$ cat config.mk
export PLATFORM = sky130hd
export DESIGN_NAME = inst_loader
export DESIGN_NICKNAME = d
export VERILOG_FILES = /design/src/rtl/inst_loader.sv
export SDC_FILE = /design/constraint.sdc
export NUM_CORES = 1
export LEC_CHECK = 0
export ABC_AREA = 1
export BUFFER_PORTS_ARGS = -buffer_cell sky130_fd_sc_hd__buf_2
export CAP_MARGIN = 20
export CORE_UTILIZATION = 39
export DETAILED_ROUTE_END_ITERATION = 8
export MAX_ROUTING_LAYER = met4
export PLACE_DENSITY = 0.6
export RECOVER_POWER = 50
export SLEW_MARGIN = 20
export SYNTH_ARGS = -nofsm -noshare
export SYNTH_HDL_FRONTEND = slang
export SYNTH_SLANG_ARGS = --single-unit
$ cat constraint.sdc
create_clock -name clk -period 1.92 [get_ports clk]
set_clock_uncertainty 0.15 [all_clocks]
set_input_delay 0.384 -clock clk [delete_from_list [all_inputs] [get_ports clk]]
set_output_delay 0.384 -clock clk [all_outputs]
set_load 0.02 [all_outputs]
$ cat src/rtl/inst_loader.sv
// inst_loader: boot-time program loader.
// Receives a byte stream (length hi, length lo, then length x {instr hi, instr lo})
// over a valid/ready handshake, writes each assembled big-endian word to the
// instruction memory at consecutive addresses, and keeps the CPU in reset until
// the load has finished successfully.
module inst_loader #(
    parameter int INST_ADDR_WIDTH     = 16,
    parameter int INST_DATA_BIT_WIDTH = 16,
    parameter int INST_MEM_SIZE       = 26,
    parameter int NUM_BYTES_IN_INST   = 2
) (
    input  logic                           clk,
    input  logic                           rst,
    input  logic                           start,
    input  logic                           byte_valid,
    input  logic [7:0]                     byte_data,
    output logic                           byte_ready,
    output logic                           mem_wr,
    output logic [INST_ADDR_WIDTH-1:0]     mem_addr,
    output logic [INST_DATA_BIT_WIDTH-1:0] mem_data,
    output logic                           cpu_hold,
    output logic                           busy,
    output logic                           done,
    output logic                           error,
    output logic [INST_ADDR_WIDTH-1:0]     words_loaded
);

    localparam logic [2:0] ST_IDLE    = 3'd0;
    localparam logic [2:0] ST_LEN_HI  = 3'd1;
    localparam logic [2:0] ST_LEN_LO  = 3'd2;
    localparam logic [2:0] ST_DATA_HI = 3'd3;
    localparam logic [2:0] ST_DATA_LO = 3'd4;
    localparam logic [2:0] ST_WRITE   = 3'd5;
    localparam logic [2:0] ST_DONE    = 3'd6;
    localparam logic [2:0] ST_ERROR   = 3'd7;

    localparam logic [15:0]                MAX_LEN   = 16'(INST_MEM_SIZE);
    localparam logic [INST_ADDR_WIDTH-1:0] ADDR_STEP = INST_ADDR_WIDTH'(NUM_BYTES_IN_INST);
    localparam logic [INST_ADDR_WIDTH-1:0] WORD_ONE  = INST_ADDR_WIDTH'(1);

    // States in which the loader consumes stream bytes.
    function automatic logic is_rx_state(input logic [2:0] st);
        logic rx;
        case (st)
            ST_LEN_HI, ST_LEN_LO, ST_DATA_HI, ST_DATA_LO: rx = 1'b1;
            default:                                      rx = 1'b0;
        endcase
        return rx;
    endfunction

    // States that make up an active load (LEN_HI through WRITE).
    function automatic logic is_busy_state(input logic [2:0] st);
        logic bz;
        case (st)
            ST_LEN_HI, ST_LEN_LO, ST_DATA_HI, ST_DATA_LO, ST_WRITE: bz = 1'b1;
            default:                                                bz = 1'b0;
        endcase
        return bz;
    endfunction

    logic [2:0]                     state_r;
    logic [2:0]                     state_next_s;
    logic [15:0]                    length_r;
    logic [15:0]                    len_full_s;
    logic [INST_ADDR_WIDTH-1:0]     words_loaded_r;
    logic [INST_ADDR_WIDTH-1:0]     words_inc_s;
    logic [INST_ADDR_WIDTH-1:0]     mem_addr_r;
    logic [INST_DATA_BIT_WIDTH-1:0] mem_data_r;
    logic                           byte_ready_r;
    logic                           mem_wr_r;
    logic                           cpu_hold_r;
    logic                           busy_r;
    logic                           done_r;
    logic                           error_r;
    logic                           xfer_s;

    // byte_ready_r always mirrors the current state, so the handshake has no
    // combinational path from byte_valid.
    assign xfer_s      = byte_valid && byte_ready_r;
    assign len_full_s  = {length_r[15:8], byte_data};
    assign words_inc_s = words_loaded_r + WORD_ONE;

    // Next-state decode for the load sequencer.
    always_comb begin
        state_next_s = state_r;
        case (state_r)
            ST_IDLE, ST_DONE, ST_ERROR: begin
                if (start) begin
                    state_next_s = ST_LEN_HI;
                end else begin
                    state_next_s = state_r;
                end
            end
            ST_LEN_HI: begin
                if (xfer_s) begin
                    state_next_s = ST_LEN_LO;
                end else begin
                    state_next_s = state_r;
                end
            end
            ST_LEN_LO: begin
                if (!xfer_s) begin
                    state_next_s = state_r;
                end else if (len_full_s == 16'h0000) begin
                    state_next_s = ST_DONE;
                end else if (len_full_s > MAX_LEN) begin
                    state_next_s = ST_ERROR;
                end else begin
                    state_next_s = ST_DATA_HI;
                end
            end
            ST_DATA_HI: begin
                if (xfer_s) begin
                    state_next_s = ST_DATA_LO;
                end else begin
                    state_next_s = state_r;
                end
            end
            ST_DATA_LO: begin
                if (xfer_s) begin
                    state_next_s = ST_WRITE;
                end else begin
                    state_next_s = state_r;
                end
            end
            ST_WRITE: begin
                if (words_inc_s == INST_ADDR_WIDTH'(length_r)) begin
                    state_next_s = ST_DONE;
                end else begin
                    state_next_s = ST_DATA_HI;
                end
            end
            default: state_next_s = ST_IDLE;
        endcase
    end

    // State register and status outputs, registered from the next state so
    // they line up exactly with the state they describe.
    always_ff @(posedge clk or negedge rst) begin
        if (!rst) begin
            state_r      <= ST_IDLE;
            byte_ready_r <= 1'b0;
            mem_wr_r     <= 1'b0;
            cpu_hold_r   <= 1'b1;
            busy_r       <= 1'b0;
            done_r       <= 1'b0;
            error_r      <= 1'b0;
        end else begin
            state_r      <= state_next_s;
            byte_ready_r <= is_rx_state(state_next_s);
            mem_wr_r     <= (state_next_s == ST_WRITE);
            cpu_hold_r   <= (state_next_s != ST_DONE);
            busy_r       <= is_busy_state(state_next_s);
            done_r       <= (state_next_s == ST_DONE);
            error_r      <= (state_next_s == ST_ERROR);
        end
    end

    // Datapath: length capture, word assembly, address and word counting.
    always_ff @(posedge clk or negedge rst) begin
        if (!rst) begin
            length_r       <= 16'h0000;
            mem_data_r     <= '0;
            mem_addr_r     <= '0;
            words_loaded_r <= '0;
        end else begin
            case (state_r)
                ST_IDLE, ST_DONE, ST_ERROR: begin
                    if (start) begin
                        mem_addr_r     <= '0;
                        words_loaded_r <= '0;
                    end
                end
                ST_LEN_HI: begin
                    if (xfer_s) begin
                        length_r[15:8] <= byte_data;
                    end
                end
                ST_LEN_LO: begin
                    if (xfer_s) begin
                        length_r[7:0] <= byte_data;
                    end
                end
                ST_DATA_HI: begin
                    if (xfer_s) begin
                        mem_data_r[INST_DATA_BIT_WIDTH-1 -: 8] <= byte_data;
                    end
                end
                ST_DATA_LO: begin
                    if (xfer_s) begin
                        mem_data_r[7:0] <= byte_data;
                    end
                end
                ST_WRITE: begin
                    // Address/count advance after the write cycle, keeping
                    // mem_addr stable while mem_wr is high.
                    mem_addr_r     <= mem_addr_r + ADDR_STEP;
                    words_loaded_r <= words_inc_s;
                end
                default: begin
                    length_r <= length_r;
                end
            endcase
        end
    end

    assign byte_ready   = byte_ready_r;
    assign mem_wr       = mem_wr_r;
    assign mem_addr     = mem_addr_r;
    assign mem_data     = mem_data_r;
    assign cpu_hold     = cpu_hold_r;
    assign busy         = busy_r;
    assign done         = done_r;
    assign error        = error_r;
    assign words_loaded = words_loaded_r;

endmodule

==> run summary, run 1 <==
The site row count is 35. The congestion estimate from routability-driven global placement came to 0.854. The register area came out at 0.00181 sq mm. Summed over all layers, the global routing overflow is 0. The sequential share of the synthesized area came out at 48.5%. The number of warnings reported in the yosys synthesis log is 0. The I/O pin total came out at 66. The die covers 0.00993 sq mm. The number of violations reported at the end of detailed-routing iteration 0 came out at 173. The internal portion of the total power is 3.56 mW. The clock network power share is 17.7%. The synthesized netlist net count is 492. The power per cell area came out at 1210 mW/mm^2.

The slack of the critical path came out at -0.301 ns. CTS placed an instance of sky130_fd_sc_hd__clkbuf_8 at the clock tree root. The leakage power summed over all cells came out at 2.62 nW. The post-synthesis share of cell area spent on xor and xnor gates came out at 2.15%. The longest individual stage delay on the worst path is 0.40 ns. The area occupied by multi-input gates came out at 0.00184 sq mm. Leaving out filler cells and counting taps, the final layout contains 762. The overall routing resource usage came out at 22.4%. Once detail routing completed, the nets flagged for antenna violations numbered 0. Counting along the longest clock path gives a buffer depth of 2.

The post-route netlist has 36.0% of its cells at a drive strength greater than 1. The number of cells in the design after placement came out at 735. The multiplexer area fraction after synthesis came out at 0.539%.

The share of the clock period used by the worst path after layout came out at 116%. The path class of the tightest hold or removal check is in2reg. The number of setup violations in the final report came out at 8. The detailed-routing iteration count for the pre-antenna-repair pass is 4. Summing all non-filler instances in the final layout gives an area of 0.00518 sq mm. Along the worst path, the maximum fanout reaches 5. The post-synthesis cell area came out at 0.00372 sq mm. The synthesized-area fraction occupied by ao, oa, aoi and oai cells is 10.8%. The width of the die came out at 99.6 um. The cell type with the highest occurrence count on the critical path is sky130_fd_sc_hd__nand2_1. The final count of pins violating max slew came out at 0. In this run the cell area measured after placement is 0.00477 sq mm. The synthesized flop and latch total is 72. Setup repair after global routing could not meet its margin everywhere. The region available for standard cell placement spans 0.00924 sq mm. The combinational group share of total power came out at 46.5%.

STA classifies the critical path endpoint as a flip-flop. The final HPWL from detailed placement came out at 7.22 mm. After synthesis, the largest family of logic cells by area is simple AND/OR/NAND/NOR gates. The total inserted antenna cells is 0. The number of levels in the clock H-tree came out at 3.

Summing the areas of all fa, ha and maj instances in the mapped netlist gives 0.673% of the synthesized area. TritonCTS built the clock tree. After clock tree synthesis, the clock-pin slew on the worst setup and hold paths is 0.09 ns. The minimum period implied by the final worst setup slack is 2.22 ns. The area added between synthesis and finish came out at 39.3%.

The number of sinks on the clock net is 72. The maximum vdd ir drop is 0.798 mV. The transition time of the tightest slew-check pin came out at 0.997 ns. The total of buffers placed on input and output ports came out at 64. In this design, the largest share of critical-path delay is due to simple AND/OR/NAND/NOR gates.

The initial standard-cell utilization of the core came out at 40.2%. Entering global routing, the biggest net connects 73 pins. The count of fill cells added during filler insertion is 867. The routed wire length is 10.2 mm.

Synthesis produced 478 cells. The checks that failed: setup timing. The arrival time at the worst endpoint is 2.38 ns. The worst-skew pair later-pin latency came out at 0.36 ns.

The power share of the sequential group is 35.9%. Traced cell by cell, the critical path runs through ha_4 -> nand2_4 -> nor2_4 -> nand4_1 -> nand3_1 -> nand2_1 -> nor2_1 -> nand2_1 -> nor2_2 -> nand2_1 -> nand2_2 -> nand3_4 -> nor2_4 -> nand2_1 -> nand2_1. Headroom to the max-slew limit came out at 33.5%. The number of global-route vias before repair came out at 3,444.

The initial antenna violation count came to 0. The number of CTS-inserted buffers came out at 9. The achievable frequency came out at 0.450 GHz. The final core area utilization is 56.0%. In the routed design, unresolved DRC markers number 0. The power spent charging and discharging nets is 2.68 mW. The data required time of the critical path came out at 2.07 ns. In this run the vertical extent of the chip is 99.6 um. The post-synthesis average cell area came out at 7.78 sq um.

The final hold violation count came out at 0. The critical path startpoint category is a flip-flop. The mean number of vias per cell came out at 4.87. In the final routed layout, each cell accounts on average for 13.4 um. The total via count after detailed routing came out at 3,713. The setup path with the least slack is of type reg2reg. The first-pass GRT wire length came out at 16.5 mm. Summing the areas of all and, or, nand and nor instances in the mapped netlist gives 29.0% of the synthesized area. The number of maximum-capacitance violations came out at 0.

The netlist uses 36 different library cells. The buffering stage count on the worst path with inverters included came out at 0. The switching portion of total power is 43.0%.

The run finished, with violations left. On the critical path, the stage with the largest delay is an instance of sky130_fd_sc_hd__dfrtp_2. The count of nets after finishing came out at 642.
per-stage QoR:
stage                     power (mW)  setup slack, ns  TNS [ns]  hold WS [ns]
after global placement          4.96           -0.308     -1.96         0.295
after global routing            6.70           -0.468     -3.94         0.165
final                           6.24           -0.301     -1.75         0.160
after CTS                       6.18           -0.279     -1.70         0.149
after floorplan                 3.87           -0.115    -0.493       -0.0616
after detailed placement        5.01           -0.375     -2.37         0.298
kinds of logic (layout without fill, tap and decap cells):
family / count (synthesis) / after routing
compound gates: 75 / 75
xor+xnor: 6 / 6
fa+ha+maj: 2 / 2
buf+inv: 77 / 231
flops: 72 / 72
mux: 2 / 2
other cells: 1 / 1
simple gates: 243 / 244
state kept, by name, indices dropped and copies added, names as in the netlist:
signal / cells
mem_addr: 15
state_r: 3
error: 1
cpu_hold: 1
length_r: 16
busy: 1
words_loaded: 16
mem_data: 16
byte_ready: 1
mem_wr: 1
done: 1
layout by cell type, fill, tap and decap left out, types with 3 or more instances in the layout:
master | netlist | routed
sky130_fd_sc_hd__nor3_1 | 5 | 3
sky130_fd_sc_hd__xor2_1 | 3 | 3
sky130_fd_sc_hd__inv_1 | 63 | 58
sky130_fd_sc_hd__inv_2 | 4 | 10
sky130_fd_sc_hd__nand2_1 | 139 | 126
sky130_fd_sc_hd__buf_2 | 0 | 59
sky130_fd_sc_hd__buf_4 | 2 | 74
sky130_fd_sc_hd__nand3_2 | 0 | 7
sky130_fd_sc_hd__clkbuf_1 | 6 | 9
sky130_fd_sc_hd__clkinvlp_4 | 0 | 4
sky130_fd_sc_hd__nor2_2 | 7 | 10
sky130_fd_sc_hd__o22ai_1 | 8 | 7
sky130_fd_sc_hd__a21oi_1 | 6 | 6
sky130_fd_sc_hd__nor2_1 | 28 | 19
sky130_fd_sc_hd__nor2_4 | 3 | 10
sky130_fd_sc_hd__clkbuf_8 | 0 | 9
sky130_fd_sc_hd__o21ai_0 | 53 | 52
sky130_fd_sc_hd__nand3_1 | 41 | 34
sky130_fd_sc_hd__nand4_1 | 8 | 8
sky130_fd_sc_hd__dfrtp_1 | 71 | 63
sky130_fd_sc_hd__dfrtp_2 | 0 | 8
sky130_fd_sc_hd__nand2_2 | 4 | 15
power by group through the flow:
stage	Combinational, mW	Clock (mW)	Sequential [mW]
finish	2.90	1.10	2.24
global route	3.22	1.19	2.29
CTS	2.81	1.13	2.24
detailed placement	2.74	0	2.27
global placement	2.70	0	2.26
floorplan	1.32	0	2.55
worst paths after layout:
check,start,to,slack [ns],depth (start not counted)
min in group asynchronous,rst,mem_addr[2],0.68,3
worst min register to register,mem_addr[15],mem_addr[15],0.34,1
worst max-delay path,words_loaded[0],byte_ready,-0.30,15
worst max register to register,words_loaded[0],byte_ready,-0.30,15
max in group asynchronous,rst,words_loaded[3],0.26,3
worst min-delay path,byte_data[5],length_r[5],0.16,3
repair_timing:
action / in CTS / in global routing
pin swaps: 7 / 16
setup endpoints to repair: 10 / 33
gates resized for setup: 9 / 45
endpoints found under the hold margin: 71 / 0
gates cloned: 1 / 0
buffers inserted: 4 / 6
hold buffers: 1 / 0
worst reg2reg max path: stages, from the launching register on:
cell                      delay, ns
sky130_fd_sc_hd__dfrtp_2       0.40
sky130_fd_sc_hd__ha_4          0.17
sky130_fd_sc_hd__nand2_4       0.08
sky130_fd_sc_hd__nor2_4        0.19
sky130_fd_sc_hd__nand4_1       0.17
sky130_fd_sc_hd__nand3_1       0.12
sky130_fd_sc_hd__nand2_1       0.08
sky130_fd_sc_hd__nor2_1        0.10
sky130_fd_sc_hd__nand2_1       0.09
sky130_fd_sc_hd__nor2_2        0.13
sky130_fd_sc_hd__nand2_1       0.09
sky130_fd_sc_hd__nand2_2       0.10
sky130_fd_sc_hd__nand3_4       0.11
sky130_fd_sc_hd__nor2_4        0.10
sky130_fd_sc_hd__nand2_1       0.05
sky130_fd_sc_hd__nand2_1       0.06
cells in the mapped netlist:
cell type	instances	area (sq um)
sky130_fd_sc_hd__nor2_1	28	105
sky130_fd_sc_hd__o21ai_1	1	5.00
sky130_fd_sc_hd__nor3_2	2	20.0
sky130_fd_sc_hd__nand3_1	41	205
sky130_fd_sc_hd__dfrtp_1	71	1780
sky130_fd_sc_hd__dfstp_2	1	26.3
sky130_fd_sc_hd__o31ai_1	3	22.5
sky130_fd_sc_hd__buf_4	2	15.0
sky130_fd_sc_hd__or2_2	2	12.5
sky130_fd_sc_hd__nand2_1	139	522
sky130_fd_sc_hd__nor3_1	5	25.0
sky130_fd_sc_hd__nor2_4	3	33.8
sky130_fd_sc_hd__a41oi_1	1	8.76
sky130_fd_sc_hd__inv_2	4	15.0
sky130_fd_sc_hd__a21boi_0	1	7.51
sky130_fd_sc_hd__buf_6	1	11.3
sky130_fd_sc_hd__o21ai_0	53	265
sky130_fd_sc_hd__clkinv_1	1	3.75
sky130_fd_sc_hd__xor2_1	3	26.3
sky130_fd_sc_hd__nand2_2	4	25.0
sky130_fd_sc_hd__xnor3_1	2	45.0
sky130_fd_sc_hd__nand4_1	8	50.1
sky130_fd_sc_hd__ha_1	2	25.0
sky130_fd_sc_hd__o22ai_1	8	50.1
sky130_fd_sc_hd__o211ai_1	1	7.51
sky130_fd_sc_hd__nand3_4	1	17.5
sky130_fd_sc_hd__nor2_2	7	43.8
sky130_fd_sc_hd__mux2i_1	2	20.0
sky130_fd_sc_hd__conb_1	1	3.75
sky130_fd_sc_hd__a21oi_1	6	30.0
sky130_fd_sc_hd__inv_1	63	236
sky130_fd_sc_hd__and2_1	1	6.26
sky130_fd_sc_hd__clkbuf_1	6	22.5
sky130_fd_sc_hd__xnor2_1	1	8.76
sky130_fd_sc_hd__nor4_1	2	12.5
sky130_fd_sc_hd__a31oi_1	1	6.26
routing by layer:
metal / global-route usage (%) / share of wire [%]
met1: 28.7 / 45
met2: 35.1 / 48
met5: - / 0
met3: 4.71 / 5.3
met4: 8.03 / 1.5
cell type report:
cell class | instances | share of cell area, %
Clock buffer | 9 | 2.39
Clock inverter | 7 | 0.942
Inverter | 68 | 4.93
Multi-Input combinational cell | 330 | 35.5
Sequential cell | 72 | 35.0
Tap cell | 129 | 3.12
Timing Repair Buffer | 147 | 18.1
No activity file was read; power rests on OpenSTA's default activity.
==> inputs of run 2 (changes only) <==
Settings changed: PLACE_DENSITY 0.6 to 0.62.
==> run 2 against run 1 <==
Compared with the run above: the flow still finishes with violations (setup timing); combinational power about the same; flip-flop and latch count unchanged; sequential power is essentially flat; final cell count rose by 0.92%; cell area is 0.75% higher; core utilization increased by 0.42 points; power decreased by 0.19%; via count decreased by 1.2%; fmax rose by 1.0%; global-route usage grew 0.15 points; worst setup slack improved by 0.022 ns; critical path depth rose by 1; highest routed layer unchanged.
==> run summary, run 2 (synthesis gave the netlist of run 1 again) <==
The endpoint kind of the worst setup timing path is a flip-flop. The routed length per placed instance is 13.2 um. The library cells used most frequently in the layout, excluding fill and tap cells, are sky130_fd_sc_hd__nand2_1 (129), sky130_fd_sc_hd__buf_4 (83), sky130_fd_sc_hd__dfrtp_1 (64). The achievable frequency is 0.455 GHz. The number of levels in the clock H-tree came out at 3.

Setup violations remaining at the end of the flow were counted as 10. In this run the register-to-register setup slack is -0.28 ns. The final route contains 3,669 vias. The cell count of the worst hold path came out at 3. The mean number of vias per cell is 4.77.

The area of the die is 0.00993 sq mm. The leakage power summed over all cells came out at 2.61 nW. The maximum number of pins on one net before global-route repair came out at 73. Clock-pin slew was measured on the worst setup and hold paths at 0.08 ns. The initial antenna violation count came out at 0.

Once layout is done, the placed cells without fillers occupy 0.00522 sq mm. The worst register-to-register path begins at words_loaded[0]. Leaving out fill and tap cells, the most frequent cell in the layout is sky130_fd_sc_hd__nand2_1. Measured against its own limit, the worst slew margin works out to 34.8%. The number of global-route vias before repair is 3,531.

The worst-skew pair later-pin latency came out at 0.35 ns. Counting both buffers and inverters, the worst setup path holds a total of 4. In this run the most critical hold path is launched from byte_data[5]. The final layout contains 649 nets. In this design, the stage delay of the slowest critical-path cell is 0.44 ns. Setup repair after global routing could not meet its margin everywhere. The site row count is 35. The number of sinks on the clock net is 72. The data required time of the critical path came out at 2.07 ns. The buffer levels on the longest clock path is 2. The share of the clock period used by the worst path after layout is 115%. The signal on the critical path passes through buf_4 -> buf_4 -> buf_4 -> xor2_1 -> nand2_1 -> nor2_1 -> nand3_1 -> nor2_1 -> nand2_1 -> nor2_2 -> nand2_1 -> nand2_2 -> nand3_4 -> nor2_4 -> nand2_2 -> inv_2. The final hold violation count is 0.

The checks that failed: setup timing. The TritonCTS clock tree is built. The overall routing resource usage came out at 22.5%. Cells with a size suffix above 1 make up 33.4% of the layout. From synthesis to final layout, the design area changed by 40.3%. The type of the most critical hold path is in2reg. Hold is met by 0.178 ns. The die height is 99.6 um.

The critical path startpoint category is a flip-flop. The total DRC errors in the routed layout came out at 0. The slack of the critical path is -0.279 ns. The total of buffers placed on input and output ports is 64.

The library cell used as clock root buffer is sky130_fd_sc_hd__clkbuf_8. The worst hold path terminates at length_r[5]. The width of the die is 99.6 um. The final total negative setup slack came out at -2.13 ns. The routability congestion estimate from global placement came out at 0.890. The run finished, with violations left. In this run, CTS created clock tree buffers numbering 9. The detailed-routing iteration count for the pre-antenna-repair pass is 6.

By startpoint and endpoint, the worst setup path is classified as reg2reg. The number of maximum-capacitance violations came out at 0. In this run the standard cell core region covers 0.00924 sq mm. The maximum vdd ir drop came out at 0.781 mV. The I/O pin total is 66. The final HPWL from detailed placement came out at 7.16 mm.

The total inserted antenna cells came out at 0. The minimum period implied by the final worst setup slack came out at 2.20 ns. The final core area utilization is 56.5%. The number of violations reported at the end of detailed-routing iteration 0 is 139. The arrival time at the worst endpoint is 2.35 ns. The first global-routing pass estimated 16.9 mm of wire.

The worst setup slack before clock tree synthesis is -0.321 ns. Along the worst path, the maximum fanout reaches 4. The transition time of the tightest slew-check pin is 0.978 ns. The slowest stage of the critical path is the sky130_fd_sc_hd__dfrtp_2 cell. The placed standard-cell area came out at 0.00478 sq mm. The end of the worst register-to-register path is done. The total congestion overflow came out at 0. Summed over all layers, the routed wires come to 10.2 mm. In this run the power density over the cells is 1190 mW/mm^2. The final count of pins violating max slew is 0.

Once the floorplan was initialized, standard cells occupied 40.2% of the core. The number of antenna-violating nets in the routed design is 0. On the critical path the largest part of the delay comes from simple AND/OR/NAND/NOR gates. The logic depth of the worst register-to-register path came out at 16. In this run the worst setup path begins at words_loaded[0].
==> run 2: cell count changes in the layout (fill, tap and decap cells not counted), sizes merged <==
cell / delta
clkbuf: +10
clkinvlp: -2
buf: -3
inv: +2
==> run 2: worst max-delay path by stage <==
stage / endpoint / depth (start not counted) / slack [ns]
6_report: done / 16 / -0.28
5_1_grt: busy / 17 / -0.44
4_1_cts: byte_ready / 17 / -0.25
3_5_place_dp: done / 15 / -0.32
3_3_place_gp: done / 15 / -0.22
2_1_floorplan: done / 17 / -0.12
==> run 2: power breakdown <==
part / switching [mW] / internal, mW / leakage (nW)
Sequential: 0.286 / 1.96 / 0.934
Combinational: 1.74 / 1.14 / 1.59
Clock: 0.630 / 0.480 / 0.0862
==> run 2: stage by stage <==
stage	instances	power [mW]
after floorplan	478	3.87
after global placement	736	4.91
after detailed placement	736	4.97
after CTS	758	6.16
after global routing	769	6.73
final	769	6.23
==> run 2: layout make-up <==
| type | instances | area (sq um) |
|---|---|---|
| Sequential cell | 72 | 1810 |
| Clock buffer | 9 | 124 |
| Multi-Input combinational cell | 330 | 1810 |
| Inverter | 68 | 255 |
| Fill cell | 858 | 4020 |
| Timing Repair Buffer | 154 | 995 |
| Clock inverter | 7 | 55.1 |
| Tap cell | 129 | 161 |
==> run 2: worst min-delay path: stages <==
cell and delay, ns:
sky130_fd_sc_hd__buf_2 0.11, sky130_fd_sc_hd__nand2_1 0.07, sky130_fd_sc_hd__o21ai_0 0.07
==> run 2: metal layers <==
metal / part of all wire [%] / GRT usage, % / vias to the layer above
met1: 47 / 29.7 / 1700
met4: 0.96 / 6.33 / 0
met5: 0 / - / -
met3: 4.8 / 4.29 / 8
met2: 47 / 35.7 / 95
li1: - / - / 1866
==> run 2: timing repair <==
action | in CTS | in global routing
hold buffers | 1 | 0
gates cloned | 1 | 0
gates resized for setup | 11 | 34
buffers inserted | 4 | 11
endpoints found under the hold margin | 71 | 0
setup endpoints to repair | 11 | 36
pin swaps | 7 | 21
==> inputs of run 3 (changes only) <==
Settings changed: ABC_AREA 1 to unset.
==> run 3 against run 2 <==
Compared with the run above: the flow still finishes with violations (setup timing); power up 10%; final cell count down 17%; core utilization down 0.30 points; combinational power up 6%; die area down 0.76%; count of clock-buffer cells in the layout up 2; sequential share of layout area up 0.33 points; hold slack better by 0.030 ns.
==> run summary, run 3 <==
Wires add up to 10.0 mm. The first-pass GRT wire length is 16.4 mm. Summed over all nets, the half-perimeter wirelength after detailed placement is 7.24 mm.

The number of unique standard cell types used by synthesis came out at 57. The total DRC errors in the routed layout is 0. The maximum number of pins on one net before global-route repair is 73.

The initialized floorplan defines 35 standard-cell rows. Summed over all instances, the cell type with the most area after synthesis is sky130_fd_sc_hd__dfrtp_1. The final core area utilization is 56.1%. The path type of the worst setup path is reg2reg. The type of the most critical hold path is in2reg.

Setup repair after global routing could not meet its margin everywhere. The library cell used most frequently in the layout, excluding fill and tap cells, is sky130_fd_sc_hd__buf_4. The library cells used most frequently in the layout, excluding fill and tap cells, are sky130_fd_sc_hd__buf_4 (81), sky130_fd_sc_hd__dfrtp_1 (65), sky130_fd_sc_hd__nand2_1 (60). The initial standard-cell utilization of the core is 40.1%. Among all stages on the critical path, the largest delay is contributed by sky130_fd_sc_hd__dfrtp_2. The share of the clock period used by the worst path after layout is 122%. 0 antenna diodes ended up in the layout. The slack of the critical path came out at -0.428 ns. The power per cell area is 1330 mW/mm^2. After synthesis, the share of flip-flops with an asynchronous set or reset is 100%.

On the worst path, the slowest cell contributes a delay of 0.41 ns. The worst setup path is launched from a flip-flop. The buffer levels on the longest clock path came out at 2. Ranked by total cell area, the synthesized netlist is headed by sky130_fd_sc_hd__dfrtp_1 (48%), sky130_fd_sc_hd__mux2_2 (7.3%), sky130_fd_sc_hd__nand2_1 (6.1%). The die covers 0.00985 sq mm. The number of violations reported at the end of detailed-routing iteration 0 came out at 193.

The post-synthesis average cell area is 9.89 sq um. The synthesized netlist net count came out at 387. The minimum period implied by the final worst setup slack is 2.35 ns.

The post-synthesis cell area came out at 0.00369 sq mm. The count of fill cells added during filler insertion came out at 804. VDD sags by at most 0.726 mV.

The detailed-routing iteration count for the pre-antenna-repair pass came out at 4. The signal on the critical path passes through ha_4 -> nand3_4 -> nor4_4 -> xnor2_2 -> o2111ai_2 -> nor4_4 -> a21boi_2 -> or3_1. Cells with a size suffix above 1 make up 41.3% of the layout. In this run the remaining antenna-violating nets after routing total 0.

The area growth from synthesis to layout is 40.0%. The most frequent cell after synthesis is sky130_fd_sc_hd__dfrtp_1. The final total negative setup slack came out at -2.44 ns. The root buffer cell chosen for the clock tree is sky130_fd_sc_hd__clkbuf_8. The routed length per placed instance is 15.8 um.

TritonCTS built the clock tree. At the end of routability-driven placement, the weighted congestion stood at 0.915. The number of levels in the clock H-tree came out at 3. The flow ran to the end, but the final reports show violations. The final count of pins violating max slew came out at 0. The number of flops mapped to enable cells by yosys came out at 0. Derived from the worst setup path, the maximum achievable clock frequency is 0.426 GHz.

The total of buffers placed on input and output ports came out at 64. Measured along the x axis, the die boundary spans 99.3 um. The commonest cells after synthesis are sky130_fd_sc_hd__dfrtp_1 (71), sky130_fd_sc_hd__nand2_1 (60), sky130_fd_sc_hd__o21ai_0 (40), sky130_fd_sc_hd__mux2_2 (24), sky130_fd_sc_hd__nand3_1 (23). In this run, placement finished with an instance count of 611. The sequential share of the synthesized area came out at 48.9%. The total power is 6.88 mW. Global routing finished with a remaining overflow of 0.

The final-layout worst hold slack is 0.208 ns. The worst-skew pair later-pin latency is 0.35 ns. For this run, the number of Yosys warnings is 0. The die height came out at 99.3 um. The final hold violation count is 0. The number of setup violations in the final report came out at 10. The most common flop cell mapped by yosys is sky130_fd_sc_hd__dfrtp_1. The number of maximum-capacitance violations came out at 0.

The instance count of the mapped netlist came out at 373. The worst-case headroom to the max-slew limit is 34.1%. The worst setup slack before clock tree synthesis came out at -0.511 ns. The checks that failed: setup timing. The number of sinks on the clock net is 72. By instance count, the cell type seen most on the critical path is sky130_fd_sc_hd__nor4_4.

The initial antenna violation count came out at 0. STA classifies the critical path endpoint as a flip-flop. The area of the core came out at 0.00920 sq mm.

The total via count after detailed routing is 3,336. The mean number of vias per cell is 5.24. The overall routing resource usage came out at 22.2%. The number of CTS-inserted buffers is 9. The biggest fanout along the worst timing path came out at 6. The count of cells in the finished layout, fillers not included, comes to 637.

The register clock-pin slew on the reported worst setup and hold paths came out at 0.08 ns. The transition time of the tightest slew-check pin is 0.988 ns. The synthesized flop and latch total came out at 72. The count of nets after finishing is 535.

The arrival time at the worst endpoint is 2.47 ns. Once layout is done, the placed cells without fillers occupy 0.00516 sq mm. The number of global-route vias before repair is 3,286. Data on the critical path is required at its endpoint by 2.04 ns.

The placed standard-cell area is 0.00471 sq mm. The analysis attributes to cell leakage a power of 2.44 nW. The synthesized design devotes to its leading area cell type 48.2% of total area. For this design the top-level I/O count stands at 66.
## run 3: area by class of cell
class | instances | area [sq um] | share of cell area, %
timing repair buffer | 152 | 978 | 18.9
tap | 111 | 139 | 2.69
sequential | 72 | 1810 | 35.1
multi-input combinational | 281 | 1960 | 38.0
clock buffer | 11 | 151 | 2.93
clock inverter | 5 | 103 | 1.99
inverter | 5 | 18.8 | 0.363
## run 3: power by group
part           internal [mW]  total [mW]  switching [mW]
Combinational           1.44        3.06            1.62
Sequential              1.97        2.32           0.354
Clock                  0.932        1.50           0.572
Total                   4.34        6.88            2.55
## run 3: repair_timing
action / CTS / global route
hold endpoints to repair: 71 / 0
hold buffers: 1 / 0
setup endpoints to repair: 8 / 23
setup buffers: 7 / 2
pin swaps: 21 / 4
resized for setup: 22 / 22
## run 3: path summary, 6_finish.rpt
check | end | slack [ns] | cells after the start | startpoint
setup / recovery | cpu_hold | -0.43 | 8 | words_loaded[1]
hold / removal | length_r[11] | 0.21 | 2 | byte_data[3]
setup reg to reg | cpu_hold | -0.43 | 8 | words_loaded[1]
hold reg to reg | mem_data[0] | 0.33 | 2 | mem_data[0]
max in group asynchronous | words_loaded[3] | 0.21 | 3 | rst
min in group asynchronous | mem_addr[7] | 0.66 | 3 | rst
## run 3: cell families after synthesis
group / Yosys count / share of synthesized area (%)
AND/OR/NAND/NOR: 155 / 20.7
multiplexers: 28 / 8.41
XOR/XNOR: 22 / 6.31
AO/OA/AOI/OAI: 73 / 12.3
buffers and inverters: 20 / 2.61
flip-flops: 72 / 48.9
adder cells (fa/ha/maj): 2 / 0.678
other: 1 / 0.102
## run 3: per-layer routing
layer	track usage, %	part of all wire (%)	up-vias	wire, um
li1	-	-	1625	-
met1	29.4	47	1618	4720
met2	33.4	48	83	4820
met3	5.41	3.9	10	391
met4	7.24	1.0	0	103
met5	-	0	-	0
## run 3: worst max-delay path, delay by kind of cell (launching register included)
family | cells | cell delay [ns]
flip-flops | 1 | 0.41
AND/OR/NAND/NOR | 4 | 1.07
XOR/XNOR | 1 | 0.16
AO/OA/AOI/OAI | 2 | 0.29
adder cells (fa/ha/maj) | 1 | 0.18
